### config.mk
export PLATFORM = sky130hd
export DESIGN_NAME = skip_sequencer
export DESIGN_NICKNAME = d
export VERILOG_FILES = /design/src/rtl/skip_sequencer_pkg.sv /design/src/rtl/skip_cond_decode.sv /design/src/rtl/skip_sequencer.sv
export SDC_FILE = /design/constraint.sdc
export NUM_CORES = 1
export LEC_CHECK = 0
export BUFFER_PORTS_ARGS = -buffer_cell sky130_fd_sc_hd__buf_2
export CORE_MARGIN = 3
export CORE_UTILIZATION = 30
export DETAILED_ROUTE_END_ITERATION = 16
export PLACE_DENSITY = 0.65
export SYNTH_ARGS = -nofsm -noshare
export SYNTH_HDL_FRONTEND = slang
export SYNTH_SLANG_ARGS = --single-unit
### constraint.sdc
create_clock -name CLK -period 2.06 [get_ports CLK]
set_input_delay 0.206 -clock CLK [delete_from_list [all_inputs] [get_ports CLK]]
set_output_delay 0.206 -clock CLK [all_outputs]
set_load 0.01 [all_outputs]
### src/rtl/skip_sequencer_pkg.sv
// Shared skip-control definitions: opcode/funct encodings, condition codes, sequencer states.
// Also used by the hazard unit so both sides agree on what counts as a skip instruction.
package skip_sequencer_pkg;

  localparam int OP_RTYPE  = 0;
  localparam int OP_SKLT_I = 10;
  localparam int OP_SKEQ_I = 13;
  localparam int OP_SKNE_I = 14;

  localparam int F_SKNE = 3;
  localparam int F_SKEQ = 11;
  localparam int F_SKGT = 12;
  localparam int F_SKLT = 15;

  typedef enum logic [2:0] {C_NONE, C_EQ, C_NE, C_GT, C_LT} cond_t;

  typedef enum logic {IDLE, SKIP} state_t;

  // flags are packed {lessThan, greaterThan, isZero}
  function automatic logic cond_eval(input cond_t c, input logic [2:0] flags);
    logic r;
    r = 1'b0;
    case (c)
      C_EQ:    r = flags[0];
      C_NE:    r = ~flags[0];
      C_GT:    r = flags[1];
      C_LT:    r = flags[2];
      default: r = 1'b0;
    endcase
    return r;
  endfunction

endpackage

### src/rtl/skip_cond_decode.sv
// Combinational skip decode: (opcode, funct) -> is-skip, condition code, immediate-length form.
// Zero latency; no flow control.
module skip_cond_decode
  import skip_sequencer_pkg::*;
#(
  parameter int OP_W    = 4,
  parameter int FUNCT_W = 4
) (
  input  logic [OP_W-1:0]    opcode,
  input  logic [FUNCT_W-1:0] funct,
  output logic               is_skip_instr,
  output cond_t              cond_code,
  output logic               is_imm
);

  always_comb begin
    cond_code = C_NONE;
    is_imm    = 1'b0;
    if (opcode == OP_W'(OP_RTYPE)) begin
      case (funct)
        FUNCT_W'(F_SKEQ): cond_code = C_EQ;
        FUNCT_W'(F_SKNE): cond_code = C_NE;
        FUNCT_W'(F_SKGT): cond_code = C_GT;
        FUNCT_W'(F_SKLT): cond_code = C_LT;
        default:          cond_code = C_NONE;
      endcase
    end else begin
      is_imm = 1'b1;
      case (opcode)
        OP_W'(OP_SKEQ_I): cond_code = C_EQ;
        OP_W'(OP_SKNE_I): cond_code = C_NE;
        OP_W'(OP_SKLT_I): cond_code = C_LT;
        default:          cond_code = C_NONE;
      endcase
    end
    is_skip_instr = (cond_code != C_NONE);
  end

endmodule

### src/rtl/skip_sequencer.sv
// Skip sequencer: registered ALU flags with same-cycle bypass, squashes the next N valid instructions.
// skip/squash are same-cycle combinational; skipping follows skip by one cycle; stalls hold the window.
module skip_sequencer
  import skip_sequencer_pkg::*;
#(
  parameter int OP_W    = 4,
  parameter int FUNCT_W = 4,
  parameter int CNT_W   = 3
) (
  input  logic               CLK,
  input  logic               Reset,
  input  logic [OP_W-1:0]    Opcode,
  input  logic [FUNCT_W-1:0] funct,
  input  logic [CNT_W-1:0]   skipLen,
  input  logic               instrValid,
  input  logic               flagsValid,
  input  logic               isZero,
  input  logic               greaterThan,
  input  logic               lessThan,
  input  logic               flush,
  output logic               skip,
  output logic               squash,
  output logic               skipping,
  output logic [2:0]         flagsQ
);

  state_t           state_q, state_d;
  logic [CNT_W-1:0] cnt_q, cnt_d;
  logic [2:0]       flags_q, flags_d;

  logic             is_skip_instr;
  cond_t            cond_code;
  logic             is_imm;
  logic [2:0]       flags_in;
  logic [2:0]       flags_eff;
  logic [CNT_W-1:0] len;

  skip_cond_decode #(
    .OP_W    (OP_W),
    .FUNCT_W (FUNCT_W)
  ) u_decode (
    .opcode        (Opcode),
    .funct         (funct),
    .is_skip_instr (is_skip_instr),
    .cond_code     (cond_code),
    .is_imm        (is_imm)
  );

  assign flags_in  = {lessThan, greaterThan, isZero};
  assign flags_eff = flagsValid ? flags_in : flags_q;
  assign len       = is_imm ? skipLen : CNT_W'(1);

  always_comb begin
    state_d = state_q;
    cnt_d   = cnt_q;
    flags_d = flagsValid ? flags_in : flags_q;
    skip    = 1'b0;
    squash  = 1'b0;

    // Only IDLE decodes, so a skip instruction inside the window cannot nest.
    if (!Reset && !flush) begin
      case (state_q)
        IDLE: begin
          skip = instrValid & is_skip_instr & cond_eval(cond_code, flags_eff) & (len != '0);
          if (skip) begin
            state_d = SKIP;
            cnt_d   = len;
          end
        end
        SKIP: begin
          squash = instrValid;
          if (instrValid) begin
            if (cnt_q == CNT_W'(1)) begin
              state_d = IDLE;
              cnt_d   = '0;
            end else begin
              cnt_d = cnt_q - CNT_W'(1);
            end
          end
        end
        default: state_d = IDLE;
      endcase
    end else if (flush) begin
      state_d = IDLE;
      cnt_d   = '0;
    end
  end

  always_ff @(posedge CLK) begin
    if (Reset) begin
      state_q <= IDLE;
      cnt_q   <= '0;
      flags_q <= 3'b000;
    end else begin
      state_q <= state_d;
      cnt_q   <= cnt_d;
      flags_q <= flags_d;
    end
  end

  assign skipping = (state_q == SKIP);
  assign flagsQ   = flags_q;

endmodule

==> results of run 1 <==
[cell families (layout without fill, tap and decap cells)]
group                    count (synthesis)  in the layout
adder cells (fa/ha/maj)                  2              2
AO/OA/AOI/OAI                           15             15
buffers and inverters                    5             34
multiplexers                             3              3
flip-flops                               7              7
AND/OR/NAND/NOR                         43             43
[flip-flops by register name, indices dropped and copies added (netlist names)]
name      cells
cnt_q         3
flagsQ        3
skipping      1
[area by class of cell]
| type | count | share of cell area [%] |
|---|---|---|
| multi-input combinational | 63 | 55.4 |
| inverter | 4 | 1.92 |
| tap | 25 | 3.99 |
| clock buffer | 4 | 3.35 |
| sequential | 7 | 18.1 |
| timing repair buffer | 26 | 17.3 |
[repair_timing]
item | CTS | global route
resized for setup | 1 | 4
hold buffers | 0 | 0
buffers inserted | 1 | 0
pin swaps | 1 | 1
setup endpoints to repair | 1 | 2
[cells in the final DEF (no fill, tap or decap), types with 3 or more instances in the layout]
| master | Yosys | routed |
|---|---|---|
| or3_1 | 3 | 3 |
| inv_1 | 3 | 3 |
| dfxtp_1 | 7 | 6 |
| buf_2 | 0 | 24 |
| o211ai_1 | 3 | 3 |
| nand2_1 | 9 | 9 |
| clkbuf_4 | 0 | 3 |
| nor2_1 | 10 | 10 |
| nand3_1 | 7 | 7 |
[metrics by stage]
step / instances / area (um2) / worst slack [ps] / power [mW]
2_1_floorplan: 75 / 579 / 262 / 0.181
3_3_place_gp: 124 / 734 / 82.6 / 0.222
4_1_cts: 129 / 773 / 7.38 / 0.353
6_report: 129 / 783 / 116 / 0.351
3_5_place_dp: 124 / 734 / 61.5 / 0.223
5_1_grt: 129 / 783 / 3.48 / 0.369
[worst min-delay path by stage]
stage / slack, ps / to / start
after detailed placement: 440 / skipping / flush
after CTS: 170 / skipping / flush
final: 180 / skipping / flush
after global placement: 430 / skipping / flush
after floorplan: 270 / skipping / flush
after global routing: 180 / skipping / flush
[synth_stat cells]
library cell	number	area, um2
nor2_1	10	37.5
nand2_1	9	33.8
dfxtp_1	7	140
nand3_1	7	35.0
inv_1	3	11.3
o211ai_1	3	22.5
or3_1	3	18.8
a211oi_1	2	15.0
a31oi_1	2	12.5
ha_1	2	25.0
mux2i_1	2	20.0
nand2b_1	2	12.5
nor3_1	2	10.0
nor3b_1	2	15.0
nor4b_1	2	17.5
a2111oi_0	1	8.76
a2111oi_2	1	15.0
a21o_1	1	7.51
a221o_2	1	11.3
and2_1	1	6.26
and3b_1	1	8.76
and4_1	1	8.76
clkbuf_1	1	3.75
inv_2	1	3.75
mux2_2	1	11.3
nand3b_1	1	7.51
nor4_4	1	21.3
nor4bb_1	1	10.0
o21ai_1	1	5.00
o221ai_1	1	8.76
o22ai_1	1	6.26
o41ai_1	1	8.76
[report_power, final]
part | internal (mW) | switching, mW
sequential | 0.140 | 0.00306
combinational | 0.0375 | 0.0450
clock | 0.0740 | 0.0518
[routing by layer]
| layer | wire [um] | share of wire (%) | track usage (%) | vias to the layer above |
|---|---|---|---|---|
| met5 | 0 | 0 | 0 | - |
| met4 | 0 | 0 | 6.45 | 0 |
| met3 | 62 | 4.3 | 2.72 | 0 |
| met2 | 692 | 48 | 18.5 | 13 |
| met1 | 677 | 47 | 14.5 | 294 |
| li1 | - | - | - | 344 |
==> run summary, run 1 <==
Share of layout cells above drive strength 1 = 36.5%
CP max FO = 4
Largest net degree at the start of global routing = 9
Crit. path cell count = 7
CP max stage delay = 360 ps
Peak VDD IR = 0.141 mV
Clock root cell = clkbuf_4
Vias per cell = 5.05
IO Pins = 25
Die Wd = 49.9 um
FF+latch area = 141 um2
Register area share after synthesis = 24.2%
Distinct cells, synth = 32
Port buffer count = 24
Pwr dens = 448 mW/mm2
XOR/XNOR Fraction of Synth Area = 0%
Gr usage total = 11.7%
Ys Warns = 0
Drt pass-1 iters = 4
Wire length per cell = 11.1 um
RR Endpoint = cnt_q[0]
R2R Path Start = flagsQ[0]
Nets = 126
Max-cap violations = 0
TNS Setup = 0 ps
Syn avg cell area = 7.72 um2
Clk_lat worst skew = 250 ps
Max clock buf depth = 2
Clk slew on worst S/H paths = 60 ps
Final Hold Vio Count = 0
Final Wtd Congestion = 0.845
Fin crit period = 1940 ps
First-pass GRT wire length = 2.33 mm
Remaining DRCs = 0
Total core area = 0.00178 mm2
Crit path to = skip
Die outline area = 0.00249 mm2
Antenna diodes = 0
Area taken by multi-input logic gates = 434 um2
Cell count after synthesis = 75
Total grt overflow = 0
CTS Sinks = 7
Hold path cells = 2
Outcome = completed
Fin crit share = 94.3%
Detailed-route via count = 651
Drt first-iter violations = 13
Simple-gate area share of the yosys netlist = 41.9%
Peak Freq = 515 MHz
CP required = 1850 ps
RSZ-0062 raised after global routing = false
Worst-Margin Slew = 371 ps
Leakage = 0.303 nW
Net Count, Synth = 96
FF-to-FF setup slack = 180 ps
Crit start category = flip-flop
Final slew viol count = 0
Largest family of logic cells by synthesized area = simple AND/OR/NAND/NOR gates
Final wirelength = 1.43 mm
Die Y-Extent = 49.9 um
Worst hold path type = in2reg
Total clock buffers created by CTS = 3
Vias in the first global route = 579
H-tree levels = 1
#FFs+latches synth = 7
Hold WS = 182 ps
Crit-path slowest cell = a221o_2
Buffers & Inverters on Critical Path = 1
Worst-path cell chain = nand2b_1 > and2_4 > a211oi_2 > nand3b_1 > a221o_2 > nor2_1 > buf_2
Critical Path Start = flagsQ[0]
Synth Area in Adders = 4.32%
P&R area growth vs syn = 35.2%
Crit-path leading delay family = compound AO/OA/AOI/OAI gates
Final setup vio count = 0
Synthesized area = 579 um2
Worst Path Arrival = 1740 ps
CTS tree = yes
Crit. End Element = output pin
Complex-gate fraction of the synthesized area = 21.0%
FP Rows = 15
Slew headroom = 75.1%
CP Class = reg2out
Post-DP HPWL = 1.19 mm
Final antenna-violating net count = 0
Starting Density = 32.5%
R2R cell count = 8
Clk_skew = 4.97 ps
Fin util = 43.9%
Initial antenna violation count = 0
Mux cell area share after synthesis = 5.40%
Fillers = 195
(Power assumes the default switching activity.)
==> run 2, diff against run 1 <==
--- a/config.mk
+++ b/config.mk
@@ -10,6 +10,7 @@
 export CORE_UTILIZATION = 30
 export DETAILED_ROUTE_END_ITERATION = 16
 export PLACE_DENSITY = 0.65
+export RECOVER_POWER = 100
 export SYNTH_ARGS = -nofsm -noshare
 export SYNTH_HDL_FRONTEND = slang
 export SYNTH_SLANG_ARGS = --single-unit
==> run summary, run 2 (same netlist as run 1, synthesis figures left out) <==
R2R Path Start = flagsQ[0]
CTS Sinks = 7 (unchanged)
Most frequent cells in the layout = buf_2, nor2_1, nand2_1, nand3_1, dfxtp_1
TNS Setup = 0 ps (unchanged)
Worst-path cell chain = nand2b_1 > and2_4 > a211oi_2 > nand3b_1 > a221o_2 > nor2_1 > buf_2
CP Class = reg2out
Remaining DRCs = 0 (unchanged)
R2R cell count = 8 (unchanged)
FP Rows = 15 (unchanged)
Largest net degree at the start of global routing = 9 (unchanged)
Wire length per cell = 11.0 um (-0.98%)
Clk_skew = 3.48 ps (-1.49 ps)
Post-Place Worst Slack = 61.5 ps (unchanged)
Hold Startpoint = flush
Worst-Margin Slew = 370 ps (-1.22 ps)
Drt first-iter violations = 9 (-4)
Final antenna-violating net count = 0 (unchanged)
Crit. path cell count = 7 (unchanged)
Crit path to = skip
Pwr dens = 452 mW/mm2 (+0.69%)
Crit. End Element = output pin
Max-cap violations = 0 (unchanged)
Buffers & Inverters on Critical Path = 1 (unchanged)
Peak VDD IR = 0.140 mV (-0.92%)
Final Hold Vio Count = 0 (unchanged)
Worst Path Arrival = 1740 ps (about the same)
Post-DP HPWL = 1.19 mm (unchanged)
Initial antenna violation count = 0 (unchanged)
FF-to-FF setup slack = 180 ps (about the same)
Total core area = 0.00178 mm2 (unchanged)
Total grt overflow = 0 (unchanged)
Gr usage total = 11.7% (unchanged)
Fillers = 201 (+3.1%)
Drt pass-1 iters = 4 (unchanged)
RR Endpoint = cnt_q[0]
Fin crit share = 94.4% (about the same)
CP required = 1850 ps (about the same)
Fin crit period = 1940 ps (+1.08 ps)
Share of layout cells above drive strength 1 = 31.7% (-4.8 points)
Leakage = 0.286 nW (-5.7%)
Vias per cell = 5.05 (+0.15%)
Final Wtd Congestion = 0.845 (unchanged)
Die outline area = 0.00249 mm2 (unchanged)
Die Wd = 49.9 um (unchanged)
Max clock buf depth = 2 (unchanged)
Hold WS = 189 ps (+7.42 ps)
Die Y-Extent = 49.9 um (unchanged)
First-pass GRT wire length = 2.33 mm (unchanged)
CP max stage delay = 370 ps (about the same)
Vias in the first global route = 579 (unchanged)
Final setup vio count = 0 (unchanged)
Starting Density = 32.5% (unchanged)
Total clock buffers created by CTS = 3 (unchanged)
Crit-path slowest cell = a221o_2
Commonest non-fill, non-tap cell in the layout = buf_2
Total power = 349 uW (-0.75%)
Detailed-route via count = 652 (+0.15%)
P&R area growth vs syn = 33.3%
Clock root cell = clkbuf_4
Cts-stage hold buffer count = 0 (unchanged)
Antenna diodes = 0 (unchanged)
Critical Path Start = flagsQ[0]
Clk_lat worst skew = 250 ps (about the same)
Cell Area, Placed = 734 um2 (unchanged)
Worst hold path type = in2reg
Crit-path leading delay family = compound AO/OA/AOI/OAI gates
H-tree levels = 1 (unchanged)
CTS tree = yes
CP max FO = 4 (unchanged)
Slew headroom = 75.2% (+0.082 points)
Peak Freq = 514 MHz (about the same)
Final wirelength = 1.42 mm (-0.98%)
IO Pins = 25 (unchanged)
Final worst slack = 115 ps (-1.08 ps)
Area taken by multi-input logic gates = 428 um2 (-1.4%)
Port buffer count = 24 (unchanged)
FF+latch area = 141 um2 (unchanged)
Clk slew on worst S/H paths = 60 ps (about the same)
RSZ-0062 raised after global routing = false
Crit start category = flip-flop
Nets = 126 (unchanged)
Final instance area = 772 um2 (-1.4%)
Final slew viol count = 0 (unchanged)
Outcome = completed
-- run 2: changes by cell type in the layout (fill, tap and decap cells not counted), sizes merged --
cell,before,now
clkbuf,4,8
buf,26,22
-- run 2: layout make-up --
type	instances	share of cell area, %
repair buffers	26	16.9
well taps	25	4.05
clock buffers	4	3.40
multi-input cells	63	55.4
flip-flops and latches	7	18.3
inverters	4	1.94
-- run 2: timing repair --
action | 4_1_cts | 5_1_grt
setup buffers | 1 | 0
setup endpoints to repair | 1 | 2
resized for setup | 1 | 4
pin swaps | 1 | 1
-- run 2: worst register-to-register path: cells and delay by family, from the launching register on --
kind,cells,cell delay (ps)
compound gates,2,580
buf+inv,1,160
flops,1,330
simple gates,5,760
-- run 2: metrics by stage --
| stage | instances | utilization (%) |
|---|---|---|
| finish | 129 | 43.3 |
| CTS | 129 | 43.4 |
| global route | 129 | 43.3 |
| detailed placement | 124 | 41.2 |
| global placement | 124 | 41.2 |
| floorplan | 75 | - |
-- run 2: metal layers --
metal,vias up,global-route usage (%),share of wire [%]
met5,-,0,0
met4,0,6.45,0
met3,0,2.72,4.6
met2,15,18.5,48
met1,291,14.5,47
li1,346,-,-
-- run 2: worst min-delay path by stage --
stage / slack [ps] / cells past startpoint / endpoint
final: 190 / 2 / skipping
after global routing: 190 / 2 / skipping
after CTS: 170 / 2 / skipping
after floorplan: 270 / 1 / skipping
after global placement: 430 / 2 / skipping
after detailed placement: 440 / 2 / skipping
-- run 2: power breakdown --
part	leakage, nW	internal [mW]	switching, mW
Clock	0.0150	0.0739	0.0508
Combinational	0.214	0.0367	0.0443
Sequential	0.0574	0.140	0.00309
Total	0.286	0.250	0.0982
==> run 3, diff against run 2 <==
--- a/config.mk
+++ b/config.mk
@@ -5,12 +5,13 @@
 export SDC_FILE = /design/constraint.sdc
 export NUM_CORES = 1
 export LEC_CHECK = 0
-export BUFFER_PORTS_ARGS = -buffer_cell sky130_fd_sc_hd__buf_2
+export BUFFER_PORTS_ARGS = -buffer_cell sky130_fd_sc_hd__buf_4
 export CORE_MARGIN = 3
 export CORE_UTILIZATION = 30
 export DETAILED_ROUTE_END_ITERATION = 16
 export PLACE_DENSITY = 0.65
 export RECOVER_POWER = 100
+export SLEW_MARGIN = 10
 export SYNTH_ARGS = -nofsm -noshare
 export SYNTH_HDL_FRONTEND = slang
 export SYNTH_SLANG_ARGS = --single-unit
==> run summary, run 3 (same netlist as run 1, synthesis figures left out) <==
Outcome = completed
Slew headroom = 75.3% (+0.14 points)
Share of layout cells above drive strength 1 = 31.4% (-0.30 points)
Final Non-Filler Cells = 130 (+0.78%)
Die Y-Extent = 49.9 um (unchanged)
Fin crit period = 1950 ps (+2.12 ps)
Commonest non-fill, non-tap cell in the layout = buf_4
Antenna diodes = 0 (unchanged)
Clock power share = 34.9% (-0.9 points)
Crit. End Element = output pin
Drt pass-1 iters = 4 (unchanged)
Total clock buffers created by CTS = 3 (unchanged)
Cts-stage hold buffer count = 0 (unchanged)
Critical Path Start = flagsQ[0]
Leakage = 0.300 nW (+4.8%)
Final wirelength = 1.48 mm (+4.1%)
P&R area growth vs syn = 43.0%
RR Endpoint = cnt_q[0]
Power share of the sequential group = 39.5% (-1.5 points)
Die outline area = 0.00249 mm2 (unchanged)
Final slew viol count = 0 (unchanged)
IO Pins = 25 (unchanged)
Post-DP HPWL = 1.22 mm (+2.6%)
Die Wd = 49.9 um (unchanged)
Vias per cell = 5.31 (+5.0%)
Worst Path Arrival = 1740 ps (about the same)
Total core area = 0.00178 mm2 (unchanged)
Worst hold path type = in2reg
Pwr dens = 438 mW/mm2 (-3.0%)
FP Rows = 15 (unchanged)
Starting Density = 32.5% (unchanged)
Max clock buf depth = 2 (unchanged)
First-pass GRT wire length = 2.51 mm (+8.0%)
Hold WS = 144 ps (-45.1 ps)
CP required = 1850 ps (about the same)
Final setup vio count = 0 (unchanged)
Combinational share of power = 25.7% (+2.5 points)
Largest net degree at the start of global routing = 9 (unchanged)
Max-cap violations = 0 (unchanged)
Vias in the first global route = 605 (+4.5%)
Initial antenna violation count = 0 (unchanged)
Final antenna-violating net count = 0 (unchanged)
CP max FO = 3 (-1)
FF-to-FF setup slack = 140 ps (-40 ps)
Detailed-route via count = 690 (+5.8%)
H-tree levels = 1 (unchanged)
Crit start category = flip-flop
Gr usage total = 13.0% (+1.3 points)
Hold path cells = 2 (unchanged)
Int Power = 262 uW (+4.6%)
Worst-Margin Slew = 368 ps (-2.11 ps)
RSZ-0062 raised after global routing = false
Peak VDD IR = 0.194 mV (+39%)
Sw Share = 27.8% (-0.37 points)
Wire length per cell = 11.4 um (+3.3%)
Final Hold Vio Count = 0 (unchanged)
Nets = 127 (+0.79%)
CTS Sinks = 7 (unchanged)
CP Class = reg2out
Dpl cells = 125 (+0.81%)
R2R cell count = 9 (+1)
Crit path to = skip
Clock root cell = clkbuf_4
Psw = 101 uW (+2.7%)
CTS tree = yes
Total grt overflow = 0 (unchanged)
TNS Setup = 0 ps (unchanged)
Clk_lat worst skew = 250 ps (about the same)
Clk_skew = 5.53 ps (+2.05 ps)
Final Wtd Congestion = 0.800 (-5.3%)
Remaining DRCs = 0 (unchanged)
Clk slew on worst S/H paths = 60 ps (about the same)
Peak Freq = 514 MHz (-0.11%)
Fin crit share = 94.5% (+0.10 points)
Most frequent cells in the layout = buf_4, nor2_1, nand2_1, nand3_1, clkbuf_1
Port buffer count = 24 (unchanged)
Drt first-iter violations = 14 (+5)
R2R Path Start = flagsQ[0]
run 3: cell count changes in the layout (fill, tap and decap cells not counted):
cell / change
buf_2: -20
buf_4: +19
clkbuf_1: +2
a2111oi_0: -1
a2111oi_2: +1
run 3: worst min path at each step:
stage	start	end	slack, ps
finish	flush	skipping	140
global route	flush	skipping	140
CTS	flush	skipping	140
detailed placement	flush	skipping	410
global placement	flush	skipping	410
floorplan	flush	skipping	270
run 3: what timing repair did:
item | in CTS | in global routing
pin swaps | 1 | 4
cloned | 0 | 0
setup buffers | 1 | 0
endpoints found under the hold margin | 0 | 0
setup endpoints to repair | 1 | 3
resized for setup | 2 | 3
run 3: layer usage:
metal / vias up / global-route usage [%] / part of all wire (%)
met5: - / 0 / 0
met4: 0 / 5.53 / 0
met3: 0 / 3.63 / 7.2
met2: 23 / 22.5 / 52
met1: 321 / 14.7 / 41
li1: 346 / - / -
run 3: layout make-up:
type                    count  area, um2
fillers                   182        955
multi-input cells          63        434
repair buffers             27        180
flip-flops and latches      7        141
well taps                  25       31.3
clock buffers               4       26.3
inverters                   4       15.0
run 3: power groups by stage:
stage | Clock [mW] | Combinational [mW] | Sequential (mW)
6_report | 0.126 | 0.0930 | 0.143
5_1_grt | 0.137 | 0.103 | 0.144
4_1_cts | 0.129 | 0.0938 | 0.143
3_5_place_dp | 0 | 0.0910 | 0.146
3_3_place_gp | 0 | 0.0905 | 0.146
2_1_floorplan | 0 | 0.0345 | 0.147
run 3: critical path, stage by stage, from the launching register on:
cell and delay [ps]:
dfxtp_2 330, nand2b_1 80, and2_4 160, buf_4 140
o211ai_1 80, nand3b_1 90, a221o_2 360, nor2_1 110
buf_4 130
run 3: metrics by stage:
stage / area (um2) / util (%) / power [mW] / setup WS (ps)
floorplan: 579 / - / 0.181 / 262
global placement: 802 / 45.0 / 0.236 / 101
detailed placement: 802 / 45.0 / 0.237 / 49.6
CTS: 842 / 47.2 / 0.366 / 23.9
global route: 828 / 46.5 / 0.383 / 9.84
finish: 828 / 46.5 / 0.363 / 113
